===== config.mk =====
export PLATFORM = sky130hd
export DESIGN_NAME = cc_unit
export DESIGN_NICKNAME = d
export VERILOG_FILES = /design/src/rtl/cc_unit.sv
export SDC_FILE = /design/constraint.sdc
export NUM_CORES = 1
export LEC_CHECK = 0
export CAP_MARGIN = 20
export CORE_AREA = 2 2 39 41
export CTS_BUF_LIST = sky130_fd_sc_hd__clkbuf_4 sky130_fd_sc_hd__clkbuf_8
export DETAILED_ROUTE_END_ITERATION = 16
export DIE_AREA = 0 0 41 43
export PLACE_DENSITY = 0.56
export SKIP_LAST_GASP = 1
export SYNTH_ARGS = -nofsm -noshare
export SYNTH_HDL_FRONTEND = slang
export SYNTH_SLANG_ARGS = --single-unit

===== constraint.sdc =====
create_clock -name clk -period 3.5 [get_ports clk]
set_clock_uncertainty 0.05 [all_clocks]
set_input_delay 0.525 -clock clk [delete_from_list [all_inputs] [get_ports clk]]
set_output_delay 0.525 -clock clk [all_outputs]
set_load 0.03 [all_outputs]

===== src/rtl/cc_unit.sv =====
// Condition-code unit: NZCV flag register, condition evaluator and a one-deep result buffer.
// Optional macro CC_SHADOW_EN adds an exception shadow copy of the flags (exc_save/exc_restore).
module cc_unit (
  input  logic       clk,
  input  logic       rst_n,
  input  logic       alu_n,
  input  logic       alu_z,
  input  logic       alu_c,
  input  logic       alu_v,
  input  logic       cc_we,
`ifdef CC_SHADOW_EN
  input  logic       exc_save,
  input  logic       exc_restore,
`endif
  input  logic       ev_valid,
  input  logic [3:0] cond,
  output logic       ev_ready,
  output logic       res_valid,
  input  logic       res_ready,
  output logic       cond_true,
  output logic [3:0] flags,
  output logic       ci
);

  typedef enum logic {
    ST_EMPTY = 1'b0,
    ST_FULL  = 1'b1
  } state_e;

  state_e     state_q, state_d;
  logic [3:0] flags_q, flags_d;
  logic       cond_true_q, cond_true_d;
  logic       accept;

  // Flags are packed {N,Z,C,V}, MSB first.
  function automatic logic eval_cond(input logic [3:0] c, input logic [3:0] f);
    logic n, z, cf, v;
    logic r;
    n  = f[3];
    z  = f[2];
    cf = f[1];
    v  = f[0];
    case (c)
      4'b0000: r = z;
      4'b0001: r = ~z;
      4'b0010: r = cf;
      4'b0011: r = ~cf;
      4'b0100: r = n;
      4'b0101: r = ~n;
      4'b0110: r = v;
      4'b0111: r = ~v;
      4'b1000: r = cf & ~z;
      4'b1001: r = ~cf | z;
      4'b1010: r = (n == v);
      4'b1011: r = (n != v);
      4'b1100: r = ~z & (n == v);
      4'b1101: r = z | (n != v);
      4'b1110: r = 1'b1;
      4'b1111: r = 1'b0;
      default: r = 1'b0;
    endcase
    return r;
  endfunction

  assign res_valid = (state_q == ST_FULL);
  assign ev_ready  = ~cc_we & (~res_valid | res_ready);
  assign accept    = ev_valid & ev_ready;
  assign cond_true = cond_true_q;
  assign flags     = flags_q;
  assign ci        = flags_q[1];

`ifdef CC_SHADOW_EN
  logic [3:0] shadow_q, shadow_d;

  // Restore beats cc_we; save and restore together swap flags and shadow.
  always_comb begin
    flags_d  = flags_q;
    shadow_d = shadow_q;
    if (exc_restore) begin
      flags_d = shadow_q;
    end else if (cc_we) begin
      flags_d = {alu_n, alu_z, alu_c, alu_v};
    end else begin
      flags_d = flags_q;
    end
    if (exc_save) begin
      shadow_d = flags_q;
    end else begin
      shadow_d = shadow_q;
    end
  end

  // Shadow register
  always_ff @(posedge clk or negedge rst_n) begin
    if (!rst_n) begin
      shadow_q <= 4'b0000;
    end else begin
      shadow_q <= shadow_d;
    end
  end
`else
  // Flag register next state
  always_comb begin
    flags_d = flags_q;
    if (cc_we) begin
      flags_d = {alu_n, alu_z, alu_c, alu_v};
    end else begin
      flags_d = flags_q;
    end
  end
`endif

  // Result buffer next state; a held result is only replaced by a new accept.
  always_comb begin
    state_d     = state_q;
    cond_true_d = cond_true_q;
    case (state_q)
      ST_EMPTY: begin
        if (accept) begin
          state_d     = ST_FULL;
          cond_true_d = eval_cond(cond, flags_q);
        end else begin
          state_d = ST_EMPTY;
        end
      end
      ST_FULL: begin
        if (accept) begin
          state_d     = ST_FULL;
          cond_true_d = eval_cond(cond, flags_q);
        end else if (res_ready) begin
          state_d = ST_EMPTY;
        end else begin
          state_d = ST_FULL;
        end
      end
      default: begin
        state_d     = ST_EMPTY;
        cond_true_d = 1'b0;
      end
    endcase
  end

  // State, flags and result registers
  always_ff @(posedge clk or negedge rst_n) begin
    if (!rst_n) begin
      state_q     <= ST_EMPTY;
      flags_q     <= 4'b0000;
      cond_true_q <= 1'b0;
    end else begin
      state_q     <= state_d;
      flags_q     <= flags_d;
      cond_true_q <= cond_true_d;
    end
  end

endmodule

==> impl_metrics.toml <==
[logic_synthesis]
ys_warn_count = 0
synth.distinct_cells = 16
synth_seq_cells = 6
yosys-top-cells-count = "dfrtp_1, mux2_2, nand2_1, nand2b_1"
synth_area_per_cell_um2 = 12.03
netlist_area_um2 = 312.8
synth.most_common_cell = "dfrtp_1"
synth.area.top_cells = "dfrtp_1, mux2_2, mux4_2"
synth_edf_count = 0
syn_inst = 26
synth_top_area_share_pct = 48.00
syn-num-nets = 39
yosysSeqAreaShare_pct = 48.00
yosysTopAreaCell = "dfrtp_1"
synth_ff_type = "dfrtp_1"
async_reset_ff_share_pct = 100.0

[drt]
vias = 260
wl_per_cell_um = 10.72
drtAntennaViolNets = 0
drc = 0
viasPerCell = 4.063
drt-initial-drc-count = 6
first_pass_iters = 2
drt_wl_total_um = 686

[run]
cap_viol_max_count = 0

[worst_setup_path]
reg2reg_slack_ns = 1.97
end_kind = "primary output"
max_stage_delay_ns = 0.69
critPathMaxFanout = 2
crit_slowest_cell = "clkdlybuf4s50_1"
worstSetupPathType = "input pin to primary output"
r2r-end = "cond_true$_DFFE_PN0P_"
worstPathArrival_ns = 1.92
reg2regPathDepth = 5
crit_chain = "clkdlybuf4s50_1 -> nand2b_1 -> nor2b_1 -> clkdlybuf4s50_1"
crit_top_cell = "clkdlybuf4s50_1"
cp-start-kind = "input pin"
r2r-start = "flags[3]$_DFFE_PN0P_"
critPathRequiredTime_ns = 2.92

[min_path]
hold_end = "res_valid$_DFF_PN0_"
hp-class = "flip-flop to flip-flop"
whs_path_depth = 2
worstHoldStart = "res_valid$_DFF_PN0_"

[clock_network]
root_buffer = "clkbuf_4"
cts_buffer_depth = 2
clk_pin_slew_ns = 0.04
cts_made_buffers = 3
tritoncts = "done"
post_cts_buffers = 0
insertion_delay_ns = 0.24
h-tree-depth = 1
cts.sinks = 6
hold_buffers = 0
cts_resized = 0

[status]
status = "completed"

[floorplan]
coreArea_um2 = 1384
die_area_um2 = 1763
start_util_pct = 22.60
io_pins = 21
die_w_um = 41
die_y_um = 43
rows = 14

[placed_design]
place.gp.congestion = 0.6632
hpwl_um = 603.7
placed_cell_area_um2 = 525.5
io_buffer_count = 20

[pwr]
ir_drop_mv = 0.1800
leakage_nw = 0.2211
finalPower_mw = 0.2257
pwr_density_cell_nw_per_um2 = 411.9

[sta]
holdWs_ns = 0.4415
post-route-period-util_pct = 71.16
finalSetupViolations = 0
worstMarginPinSlew_ns = 0.3067
hold_violations = 0
layout_min_cycle_time_ns = 2.491
timing.fmax_ghz = 0.4015
maxSlewViolCount = 0
rsz0062_at_grt = "no"
final.setup.tns_ns = 0
slew_headroom_pct = 79.49

[global_routing]
track_usage_pct = 9.848
grt_pass1_wl_mm = 1.117
grt_pass1_vias = 282
overflow = 0
grt_max_degree = 7
grt_antenna_before_repair = 0

[finish]
ff_latch_area_um2 = 150.1
area_growth_pct = 75.20
fin_nets = 63
multiInputGateArea_um2 = 155.1
final_area_um2 = 548.0
layout-drive-gt1-share_pct = 16.67
n_antenna_cell = 0
fill_cells = 137
==> routing by layer <==
| layer | routed length (um) | up-vias | global-route usage, % |
|---|---|---|---|
| li1 | - | 139 | - |
| met4 | 0 | 0 | 10.00 |
| met3 | 53 | 0 | 1.571 |
| met5 | 0 | - | 0 |
| met2 | 363 | 7 | 15.00 |
| met1 | 269 | 114 | 10.33 |
==> report_power, final <==
part	internal [mW]	switching, mW
combinational	0.0440	0.0381
clock	0.0385	0.0207
sequential	0.0780	0.00644
total	0.161	0.0652
==> cells by family (layout without fill, tap and decap cells) <==
kind of cell           Yosys count  after routing  synth area share (%)
multiplexers                     5              5                 21.60
XOR/XNOR                         1              1                 2.801
flip-flops                       6              6                 48.00
buffers and inverters            1             23                 2.401
AO/OA/AOI/OAI                    5              5                 11.60
AND/OR/NAND/NOR                  8              8                 13.60
==> critical path, delay by kind of cell <==
kind / cells / cell delay (ns)
buffers and inverters: 2 / 1.13
and+or+nand+nor: 2 / 0.26
==> area by class of cell <==
class                   count  area share, %
well taps                  16          3.653
multi-input cells          19          28.31
repair buffers             20          36.53
clock buffers               3          4.110
flip-flops and latches      6          27.40
==> state kept, by name, indices dropped and copies added, names as in the netlist <==
signal	count
cond_true	1
flags	4
res_valid	1
==> per-stage QoR <==
step,worst slack [ns],std cells,util [%]
floorplan,1.735,26,-
global placement,1.005,61,37.97
detailed placement,1.005,61,37.97
CTS,1.005,64,39.60
global route,0.9324,64,39.60
finish,1.009,64,39.60
==> cells in the final DEF (no fill, tap or decap) <==
| cell | n |
|---|---|
| a21oi_1 | 1 |
| clkbuf_4 | 3 |
| clkdlybuf4s50_1 | 20 |
| dfrtp_1 | 6 |
| mux2_2 | 4 |
| mux4_2 | 1 |
| nand2_1 | 2 |
| nand2b_1 | 2 |
| nor2_1 | 1 |
| nor2b_1 | 1 |
| nor3_1 | 1 |
| nor3b_1 | 1 |
| o211a_1 | 1 |
| o21a_1 | 1 |
| o21ai_0 | 1 |
| o31a_1 | 1 |
| xnor2_1 | 1 |
==> worst max path at each step <==
stage	from	endpoint	slack, ns
after floorplan	res_ready	cond_true$_DFFE_PN0P_	1.74
after global placement	res_ready	ev_ready	1.01
after detailed placement	res_ready	ev_ready	1.01
after CTS	res_ready	ev_ready	1.00
after global routing	res_ready	ev_ready	0.93
final	res_ready	ev_ready	1.01
Note: power is estimated with default switching activity, not from simulation.
